===== src/rtl/idex_hazard_reg_pkg.sv =====
// Shared definitions for the ID/EX register and hazard unit: ctrl bundle layout, widths, NOP word.
// Constants only; no logic.
package idex_hazard_reg_pkg;
    localparam int CTRL_W = 8;
    localparam int REG_W  = 5;

    localparam int CTRL_BRANCH   = 7;
    localparam int CTRL_MEMREAD  = 6;
    localparam int CTRL_MEMTOREG = 5;
    localparam int CTRL_ALUOP_HI = 4;
    localparam int CTRL_ALUOP_LO = 3;
    localparam int CTRL_MEMWRITE = 2;
    localparam int CTRL_ALUSRC   = 1;
    localparam int CTRL_REGWRITE = 0;

    localparam logic [CTRL_W-1:0] CTRL_NOP = 8'h00;
endpackage


===== src/rtl/idex_hazard_reg_hazard_detect.sv =====
// Combinational RAW hazard check between the instruction in EX and the one in ID.
// Zero latency; no backpressure of its own.
module idex_hazard_reg_hazard_detect
    import idex_hazard_reg_pkg::*;
(
    input  logic             ex_regwrite,
    input  logic [REG_W-1:0] ex_rd,
    input  logic [REG_W-1:0] rs1,
    input  logic [REG_W-1:0] rs2,
    input  logic             uses_rs1,
    input  logic             uses_rs2,
    output logic             haz
);
    logic match1;
    logic match2;

    assign match1 = uses_rs1 && (ex_rd == rs1);
    assign match2 = uses_rs2 && (ex_rd == rs2);
    // x0 is hardwired zero, so a write to it can never create a dependency
    assign haz    = ex_regwrite && (ex_rd != '0) && (match1 || match2);
endmodule


===== src/rtl/idex_hazard_reg.sv =====
// ID/EX pipeline register with hazard stall generation and a saturating stall counter.
// One-cycle register; on stall a bubble enters ID/EX while PC and IF/ID hold; flush clears everything.
module idex_hazard_reg
    import idex_hazard_reg_pkg::*;
#(
    parameter int XLEN  = 32,
    parameter int CNT_W = 16
) (
    input  logic              clk,
    input  logic              rst,
    input  logic [REG_W-1:0]  if_id_rs1,
    input  logic [REG_W-1:0]  if_id_rs2,
    input  logic              id_uses_rs1,
    input  logic              id_uses_rs2,
    input  logic [REG_W-1:0]  id_rd,
    input  logic [CTRL_W-1:0] id_ctrl,
    input  logic [XLEN-1:0]   id_rs1_data,
    input  logic [XLEN-1:0]   id_rs2_data,
    input  logic [XLEN-1:0]   id_imm,
    input  logic [XLEN-1:0]   id_pc,
    input  logic [3:0]        id_funct,
    input  logic              flush,
    output logic              stall,
    output logic [REG_W-1:0]  ID_EX_RegisterRs1,
    output logic [REG_W-1:0]  ID_EX_RegisterRs2,
    output logic [REG_W-1:0]  ID_EX_rd,
    output logic [CTRL_W-1:0] ID_EX_ctrl,
    output logic [XLEN-1:0]   ID_EX_rs1_data,
    output logic [XLEN-1:0]   ID_EX_rs2_data,
    output logic [XLEN-1:0]   ID_EX_imm,
    output logic [XLEN-1:0]   ID_EX_pc,
    output logic [3:0]        ID_EX_funct,
    output logic [CNT_W-1:0]  stall_count
);
    logic haz;

    idex_hazard_reg_hazard_detect u_hazard_detect (
        .ex_regwrite (ID_EX_ctrl[CTRL_REGWRITE]),
        .ex_rd       (ID_EX_rd),
        .rs1         (if_id_rs1),
        .rs2         (if_id_rs2),
        .uses_rs1    (id_uses_rs1),
        .uses_rs2    (id_uses_rs2),
        .haz         (haz)
    );

    // A taken branch kills the ID instruction anyway, so stalling it is pointless
    assign stall = haz && !flush;

    always_ff @(posedge clk or negedge rst) begin
        if (!rst) begin
            ID_EX_RegisterRs1 <= '0;
            ID_EX_RegisterRs2 <= '0;
            ID_EX_rd          <= '0;
            ID_EX_ctrl        <= CTRL_NOP;
            ID_EX_rs1_data    <= '0;
            ID_EX_rs2_data    <= '0;
            ID_EX_imm         <= '0;
            ID_EX_pc          <= '0;
            ID_EX_funct       <= '0;
            stall_count       <= '0;
        end else begin
            if (flush) begin
                ID_EX_RegisterRs1 <= '0;
                ID_EX_RegisterRs2 <= '0;
                ID_EX_rd          <= '0;
                ID_EX_ctrl        <= CTRL_NOP;
                ID_EX_rs1_data    <= '0;
                ID_EX_rs2_data    <= '0;
                ID_EX_imm         <= '0;
                ID_EX_pc          <= '0;
                ID_EX_funct       <= '0;
            end else begin
                // Data fields of a bubble are never consumed, so they simply follow ID
                ID_EX_rs1_data <= id_rs1_data;
                ID_EX_rs2_data <= id_rs2_data;
                ID_EX_imm      <= id_imm;
                ID_EX_pc       <= id_pc;
                ID_EX_funct    <= id_funct;
                if (stall) begin
                    ID_EX_RegisterRs1 <= '0;
                    ID_EX_RegisterRs2 <= '0;
                    ID_EX_rd          <= '0;
                    ID_EX_ctrl        <= CTRL_NOP;
                end else begin
                    // Unused operands read as x0 so forwarding never matches them
                    ID_EX_RegisterRs1 <= id_uses_rs1 ? if_id_rs1 : '0;
                    ID_EX_RegisterRs2 <= id_uses_rs2 ? if_id_rs2 : '0;
                    ID_EX_rd          <= id_rd;
                    ID_EX_ctrl        <= id_ctrl;
                end
            end
            if (stall && (stall_count != '1)) begin
                stall_count <= stall_count + 1'b1;
            end
        end
    end
endmodule

===== config.mk =====
export PLATFORM = sky130hd
export DESIGN_NAME = idex_hazard_reg
export DESIGN_NICKNAME = d
export VERILOG_FILES = /design/src/rtl/idex_hazard_reg_pkg.sv /design/src/rtl/idex_hazard_reg_hazard_detect.sv /design/src/rtl/idex_hazard_reg.sv
export SDC_FILE = /design/constraint.sdc
export NUM_CORES = 1
export LEC_CHECK = 0
export BUFFER_PORTS_ARGS = -buffer_cell sky130_fd_sc_hd__buf_2
export CAP_MARGIN = 40
export CORE_AREA = 2 2 128 130
export DETAILED_ROUTE_END_ITERATION = 16
export DIE_AREA = 0 0 130 132
export PLACE_DENSITY = 0.7
export SYNTH_ARGS = -nofsm -noshare
export SYNTH_HDL_FRONTEND = slang
export SYNTH_HIERARCHICAL = 1
export SYNTH_SLANG_ARGS = --single-unit

===== constraint.sdc =====
create_clock -name clk -period 2.9 [get_ports clk]
set_input_delay 0.29 -clock clk [delete_from_list [all_inputs] [get_ports clk]]
set_output_delay 0.29 -clock clk [all_outputs]
set_load 0.1 [all_outputs]

### Word-level counts from Yosys, hierarchy flattened

Cells that the tools add are included.

* bits in read-only memories: 0
* input bits: 160
* memories: 0
* logic and storage cells: 38
* latch bits: 0
* output and inout port bits: 172
* RAM bits: 0
* bits in registers: 171

* bitwise gates (word level): 0
* $lt $le $gt $ge: 0
* $mul: 0
* shift operators: 0
* $add $sub $neg: 1
* div/mod/pow operators: 0
* reductions and logical operators: 9
* mux-type cells: 15
* equality and inequality tests: 3

Operators by type and width (count)
* 2-to-1 mux 32 bit: 4
* 2-to-1 mux 5 bit: 8
* adder 16 x 1 -> 16 bit (second input constant): 1
* 2-to-1 mux 8 bit: 2
* inequality test 16 bit (second input constant): 1
* == test 5 bit: 2
* logical AND 1 bit: 6
* nonzero test 5 bit: 1
* 2-to-1 mux 4 bit: 1
* zero test 1 bit: 1
* logical OR 1 bit: 1

### Depth between registers and ports, before layout

Gate-level depths: netlist of run 1.

* word-level depth: 7
* mapped depth: 9
* gate-level depth less buffers: 8

### Hierarchy

Netlist of run 1, hierarchy kept.

Modules (own cells, without submodules)
* idex_hazard_reg: sequential area each 4279.1 µm², cells each 395, times used 1, area each 5655.4 µm²
* idex_hazard_reg_hazard_detect: sequential area each 0.0 µm², cells each 17, times used 1, area each 133.9 µm²

### Worst setup path after synthesis of run 1

OpenSTA, ideal clock, no wires.

* path kind: flip-flop to flip-flop
* start: register ID_EX_rd[0]
* end: register stall_count[4]
* buffers on the path: 1
* setup time: 160 ps
* setup slack: -1227 ps
* cell stages (with the launch flop): 10
* required time: 2740 ps
* period minus slack after synthesis: 4127 ps
* arrival time: 3967 ps
* path through: dfrtp_1 -> xor2_1 -> nor4_2 -> nand3_1 -> a21oi_1 -> nor2b_1 -> o41a_1 -> buf_2 -> nand4_1 -> xnor2_1

* cells in the longest elaborated chain, start to end: 6
* elaborated cells between the ends (all ways): 10
* those cells by class: eq/ne: 2; reduce/logical: 8

Ends and longest elaborated chain
* from (decl): line idex_hazard_reg.sv:26 `output logic [REG_W-1:0] ID_EX_rd,`
* from (signal assigned): line idex_hazard_reg.sv:89 `ID_EX_rd <= id_rd;`
* == test 5 bit, on equally long branches: line idex_hazard_reg_hazard_detect.sv:17, idex_hazard_reg_hazard_detect.sv:18
* logical AND 1 bit, on equally long branches: line idex_hazard_reg_hazard_detect.sv:17, idex_hazard_reg_hazard_detect.sv:18
* logical OR 1 bit: line idex_hazard_reg_hazard_detect.sv:20 `assign haz = ex_regwrite && (ex_rd != '0) && (match1 || match2);`
* logical AND 1 bit *: line idex_hazard_reg_hazard_detect.sv:20
* net haz: line idex_hazard_reg.sv:35 `logic haz;`
* logical AND 1 bit *: line idex_hazard_reg.sv:48 `assign stall = haz && !flush;`
* net stall: line idex_hazard_reg.sv:23 `output logic stall,`
* logical AND 1 bit *: line idex_hazard_reg.sv:93 `if (stall && (stall_count != '1)) begin`
* to (signal assigned): line idex_hazard_reg.sv:94 `stall_count <= stall_count + 1'b1;`
* to (decl): line idex_hazard_reg.sv:33 `output logic [CNT_W-1:0] stall_count`

Mark *: on every way through the listed nets, which the timed path passes. The rest lies on a longest branch.
A chain may end at the register's enable or synchronous reset.

### Final worst setup path of run 1

* start: register ID_EX_rd[0]
* end: output port stall

* cells in the longest elaborated chain, start to end: 5
* elaborated cells between the ends (all ways): 9
* those cells by class: eq/ne: 2; reduce/logical: 7

Ends and longest elaborated chain (line)
* == test 5 bit, on equally long branches: idex_hazard_reg_hazard_detect.sv:17, idex_hazard_reg_hazard_detect.sv:18
* logical AND 1 bit, on equally long branches: idex_hazard_reg_hazard_detect.sv:17, idex_hazard_reg_hazard_detect.sv:18
* logical OR 1 bit: idex_hazard_reg_hazard_detect.sv:20
* logical AND 1 bit *: idex_hazard_reg_hazard_detect.sv:20
* net haz: idex_hazard_reg.sv:35
* logical AND 1 bit *: idex_hazard_reg.sv:48
* to (decl): idex_hazard_reg.sv:23

Marked as above.

==> flow_summary.yaml, run 1 <==
worst_setup_path:
  critical_path.max_fanout: 4
  cp_data_arrival_time_ns: 2.36
  path_class: "reg2out"
  end_kind: "primary output"
  worstPathRequired_ns: 2.61
  startpoint_type: "flip-flop"
placement:
  gp_congestion: 0.7763
  port_buffers: 331
  dp_hpwl_um: 11090
detailed_routing:
  antenna_left: 0
  num_vias: 4224
  drt_wl_total_um: 14770
  drtIter0Drc: 190
  dr.pass1.iters: 4
  drcViolationCount: 0
  viasPerCell: 4.306
  routedWlPerCell_um: 15.05
floorplan:
  core_area_sq_um: 15710
  ios: 332
  start_util: 0.3685
  die_x_um: 130
  rows: 46
  die_h_um: 132
  dieArea_sq_um: 17160
grt:
  grt_max_degree: 77
  grt_pass1_wl_um: 22450
  overflow: 0
  antenna_found_initial: 4
  grt_pass1_vias: 4344
  track_usage: 0.1720
sta:
  relSlewSlack: 0.4737
  holdWs_ns: 0.07803
  clock_skew_ns: 0.003384
  rsz0062_at_grt: "no"
  post-route-period-util: 0.9134
  finalHoldViolCount: 0
  tns_ns: 0
  fmax_ghz: 0.3775
  min_period_ns: 2.649
  max_slew.worst_pin.slew_ns: 0.7895
  finalMaxSlewViolations: 0
  setup_viol: 0
power_and_ir_drop:
  leakage_nw: 4.531
  power_frac_clock: 0.369
  internal_power_w: 0.003967
  power_density_nw_per_um2: 723.8
  seqPwrFrac: 0.420
  p_sw_frac: 0.3414
  power_frac_comb: 0.211
  ir_worst_vdd_uv: 350.8
  power_switching_w: 0.002056
cells_and_area:
  area_growth_pct: 43.74
  post-route-util: 0.5296
  nets: 911
  drive_gt1_frac: 0.4915
logic_synthesis:
  yosysWarnings: 6
  yosysUniqueCellTypes: 24
  ys_ff_latch: 171
  syn_area_sq_um: 5789
  synth.most_common_cell: "dfrtp_1"
  yosys-top-cells-area: "dfrtp_1 74%, nor2b_1 14%, xnor2_1 1.8%"
  synth_common_cells: "171 x dfrtp_1, 133 x nor2b_1, 16 x clkbuf_1, 14 x and2_1"
  syn_avg_cell_area_sq_um: 14.05
  synth_edf_count: 0
  synthCells: 412
  syn_nets: 573
  async_reset_ff_frac: 1.000
  seq_area_frac_synth: 0.7391
  synth_largest_area_cell: "dfrtp_1"
  ys.flop_type: "dfrtp_1"
  yosys.area.top_type_share: 0.7391
flow_run:
  drv_cap: 0
clocking:
  cts_tree: "built"
  cts_buffer_depth: 2
  cts.sinks: 171
  cts_buffers: 17
  clock_latency_ns: 0.42
  htree_levels: 4
  clk_pin_slew_ns: 0.07
  post-cts-setup-buffers: 0
  ctsRootBufferMaster: "clkbuf_16"
status:
  status: "complete, no violations"
min_path:
  hold_class: "in2reg"
## sequential cells by signal, summed over array words and instances (netlist names)
name               count
stall_count           16
ID_EX_funct            4
ID_EX_rs2_data        32
ID_EX_rd               5
ID_EX_ctrl             8
ID_EX_RegisterRs2      5
ID_EX_imm             32
ID_EX_rs1_data        32
ID_EX_pc              32
ID_EX_RegisterRs1      5
## power by group through the flow
stage / Combinational [W] / Clock [W] / Sequential [W]
final: 0.00127 / 0.00222 / 0.00253
after CTS: 0.00128 / 0.00228 / 0.00253
after global placement: 0.00127 / 0 / 0.00257
after detailed placement: 0.00128 / 0 / 0.00258
after floorplan: 0.000115 / 0 / 0.00342
after global routing: 0.00132 / 0.00239 / 0.00254
## what timing repair did
| action | 4_1_cts | 5_1_grt |
|---|---|---|
| resized for setup | 0 | 0 |
| endpoints found under the hold margin | 64 | 0 |
| hold buffers | 1 | 0 |
## through the flow
step | setup slack (ns) | std cells | instance area, sq um | power [W]
floorplan | 0.01954 | 412 | 5806 | 0.003532
global placement | 0.5110 | 945 | 7711 | 0.003845
detailed placement | 0.4593 | 946 | 7722 | 0.003856
CTS | 0.2229 | 979 | 8317 | 0.006098
global route | 0.1068 | 979 | 8317 | 0.006252
finish | 0.2512 | 981 | 8322 | 0.006023
## critical path, stage by stage (launching register included)
cell	delay (ns)
dfrtp_4	0.50
xor2_1	0.17
nor4_2	0.26
nand3_1	0.11
a21oi_1	0.25
nor2b_4	0.21
buf_2	0.44
## cells by family (layout without fill, tap and decap cells)
group | Yosys count | count (layout) | synth area share
other | 0 | 2 | 0
AO/OA/AOI/OAI | 5 | 5 | 0.005401
buffers and inverters | 17 | 368 | 0.01124
adder cells (fa/ha/maj) | 1 | 1 | 0.002161
AND/OR/NAND/NOR | 193 | 193 | 0.2038
XOR/XNOR | 24 | 24 | 0.03631
flip-flops | 171 | 171 | 0.7391
multiplexers | 1 | 1 | 0.001945
## metal layers
metal / track usage / part of all wire / vias up
li1: - / - / 1981
met1: 0.1782 / 0.35 / 1985
met2: 0.2999 / 0.51 / 227
met3: 0.08036 / 0.11 / 29
met4: 0.06511 / 0.020 / 2
met5: 0 / 0.0010 / -
## final cells by class
type                    count  area (sq um)
clock buffers              19         452.9
flip-flops and latches    171          4288
diodes                      2         5.005
fillers                  1407          7391
well taps                 216         270.3
clock inverters            13         131.4
multi-input cells         224          1453
repair buffers            336          1722
## path summary, 6_finish.rpt
path | end | slack, ns | cells after the start | start
setup reg to reg | stall_count[1] | 0.43 | 7 | ID_EX_rd[0]
hold / removal | ID_EX_ctrl[6] | 0.08 | 2 | id_ctrl[6]
setup / recovery | stall | 0.25 | 6 | ID_EX_rd[0]
max in group asynchronous | ID_EX_RegisterRs1[0] | 1.55 | 3 | rst
hold reg to reg | stall_count[14] | 0.50 | 1 | stall_count[14]
min in group asynchronous | ID_EX_imm[7] | 0.41 | 2 | rst
## cell usage in the layout (no fill, tap or decap), types with 2 or more instances in the layout
cell type	n
buf_2	329
dfrtp_1	166
nor2b_1	132
clkbuf_16	17
and2_1	14
xor2_1	12
xnor2_1	12
and3_1	11
nand3_1	9
nand4_1	8
nand2_1	6
dfrtp_2	4
nor2_1	4
inv_6	4
clkinv_4	4
buf_4	3
diode_2	2
nor4_1	2
nor3_1	2
o21ai_0	2
clkinvlp_4	2
clkbuf_8	2
buf_6	2
Power figures use the tool's default switching activity.
==> inputs of run 2 (changes only) <==
==> constraint.sdc (replaced) <==
create_clock -name clk -period 2.9 [get_ports clk]
set_input_delay 0.58 -clock clk [delete_from_list [all_inputs] [get_ports clk]]
set_output_delay 0.58 -clock clk [all_outputs]
set_load 0.1 [all_outputs]
==> flow_summary.yaml, run 2 (synthesis gave the netlist of run 1 again) <==
clocking:
  post-cts-setup-buffers: 0
  cts.sinks: 171
  clk_pin_slew_ns: 0.07
  hold_buffers: 0
  cts_resized: 0
  cts_tree: "built"
  cts_buffer_depth: 2
  ctsRootBufferMaster: "clkbuf_16"
  cts_buffers: 17
  htree_levels: 4
  clock_latency_ns: 0.42
grt:
  grt_pass1_vias: 4329
  overflow: 0
  antenna_found_initial: 4
  grt_pass1_wl_um: 22600
  grt_max_degree: 109
  track_usage: 0.1746
cells_and_area:
  fill_cells: 1418
  final_cell_mix: "328 x buf_2, 166 x dfrtp_1, 132 x nor2b_1, 17 x clkbuf_16, 14 x and2_1"
  layout_commonest_cell: "buf_2"
  area_growth_pct: 44.52
  drive_gt1_frac: 0.4928
  nets: 911
sta:
  relSlewSlack: 0.6351
  post-route-period-util: 0.9456
  finalHoldViolCount: 0
  max_slew.worst_pin.slew_ns: 0.5511
  tns_ns: 0
  setup_viol: 0
  worst_slack_ns: 0.1578
  clock_skew_ns: 0.007361
  min_period_ns: 2.742
  finalMaxSlewViolations: 0
  rsz0062_at_grt: "no"
  fmax_ghz: 0.3647
worst_setup_path:
  end_kind: "primary output"
  critical_path.max_fanout: 4
  worstPathRequired_ns: 2.32
  startpoint_type: "flip-flop"
  path_class: "reg2out"
  cp_data_arrival_time_ns: 2.16
flow_run:
  drv_cap: 0
detailed_routing:
  drcViolationCount: 0
  routedWlPerCell_um: 15.12
  num_vias: 4227
  antenna_left: 0
  dr.pass1.iters: 4
  viasPerCell: 4.304
  drt_wl_total_um: 14840
  drtIter0Drc: 184
floorplan:
  ios: 332
  dieArea_sq_um: 17160
  core_area_sq_um: 15710
  die_x_um: 130
  rows: 46
  die_h_um: 132
  start_util: 0.3685
placement:
  dp_hpwl_um: 11140
  gp_congestion: 0.8118
  port_buffers: 331
  place_ws_ns: 0.3930
power_and_ir_drop:
  power_density_nw_per_um2: 722.7
  ir_worst_vdd_uv: 382.0
  leakage_nw: 4.551
min_path:
  hold_class: "in2async"
status:
  status: "complete, no violations"
==> run 2: final timing paths <==
path,slack [ns],endpoint,cells past startpoint,start
min,0.07,ID_EX_imm[22],1,rst
max reg2reg,0.53,stall_count[1],8,ID_EX_rd[0]
min in group clk,0.36,ID_EX_rd[2],2,id_rd[2]
min reg2reg,0.50,stall_count[15],1,stall_count[15]
max,0.16,stall,6,ID_EX_rd[0]
max in group asynchronous,2.11,ID_EX_rs2_data[8],2,rst
==> run 2: final cells by class <==
| cell class | count | area [sq um] | share of cell area |
|---|---|---|---|
| Clock inverter | 12 | 126.4 | 0.01510 |
| Antenna cell | 3 | 7.507 | 0.0008973 |
| Timing Repair Buffer | 336 | 1755 | 0.2098 |
| Sequential cell | 171 | 4288 | 0.5125 |
| Clock buffer | 20 | 466.7 | 0.05578 |
| Tap cell | 216 | 270.3 | 0.03230 |
| Multi-Input combinational cell | 224 | 1453 | 0.1736 |
==> run 2: power breakdown <==
group	total [W]	leakage, nW	switching (W)	internal, W
logic	0.00127	2.04	0.00105	0.000224
registers	0.00253	2.22	0.0000353	0.00250
clock network	0.00224	0.291	0.000968	0.00128
==> run 2: routing by layer <==
layer / wire, um / up-vias / track usage
li1: - / 1989 / -
met1: 5196 / 1985 / 0.1788
met2: 7573 / 227 / 0.3005
met3: 1794 / 24 / 0.08969
met4: 267 / 2 / 0.06691
met5: 13 / - / 0
==> run 2: through the flow <==
step	hold WS (ns)	utilization	cells	area, sq um	total power [W]
after detailed placement	0.4898	0.4943	947	7766	0.003859
final	0.06877	0.5325	982	8367	0.006046
after floorplan	0.2844	-	412	5806	0.003532
after CTS	0.06176	0.5320	979	8359	0.006137
after global placement	0.4947	0.4938	946	7759	0.003848
after global routing	0.07181	0.5320	979	8359	0.006298
==> run 2: worst max-delay path: stages (launching register included) <==
cell	delay (ns)
dfrtp_4	0.50
xor2_1	0.18
nor4_2	0.26
nand3_1	0.11
a21oi_1	0.25
nor2b_4	0.25
buf_12	0.19
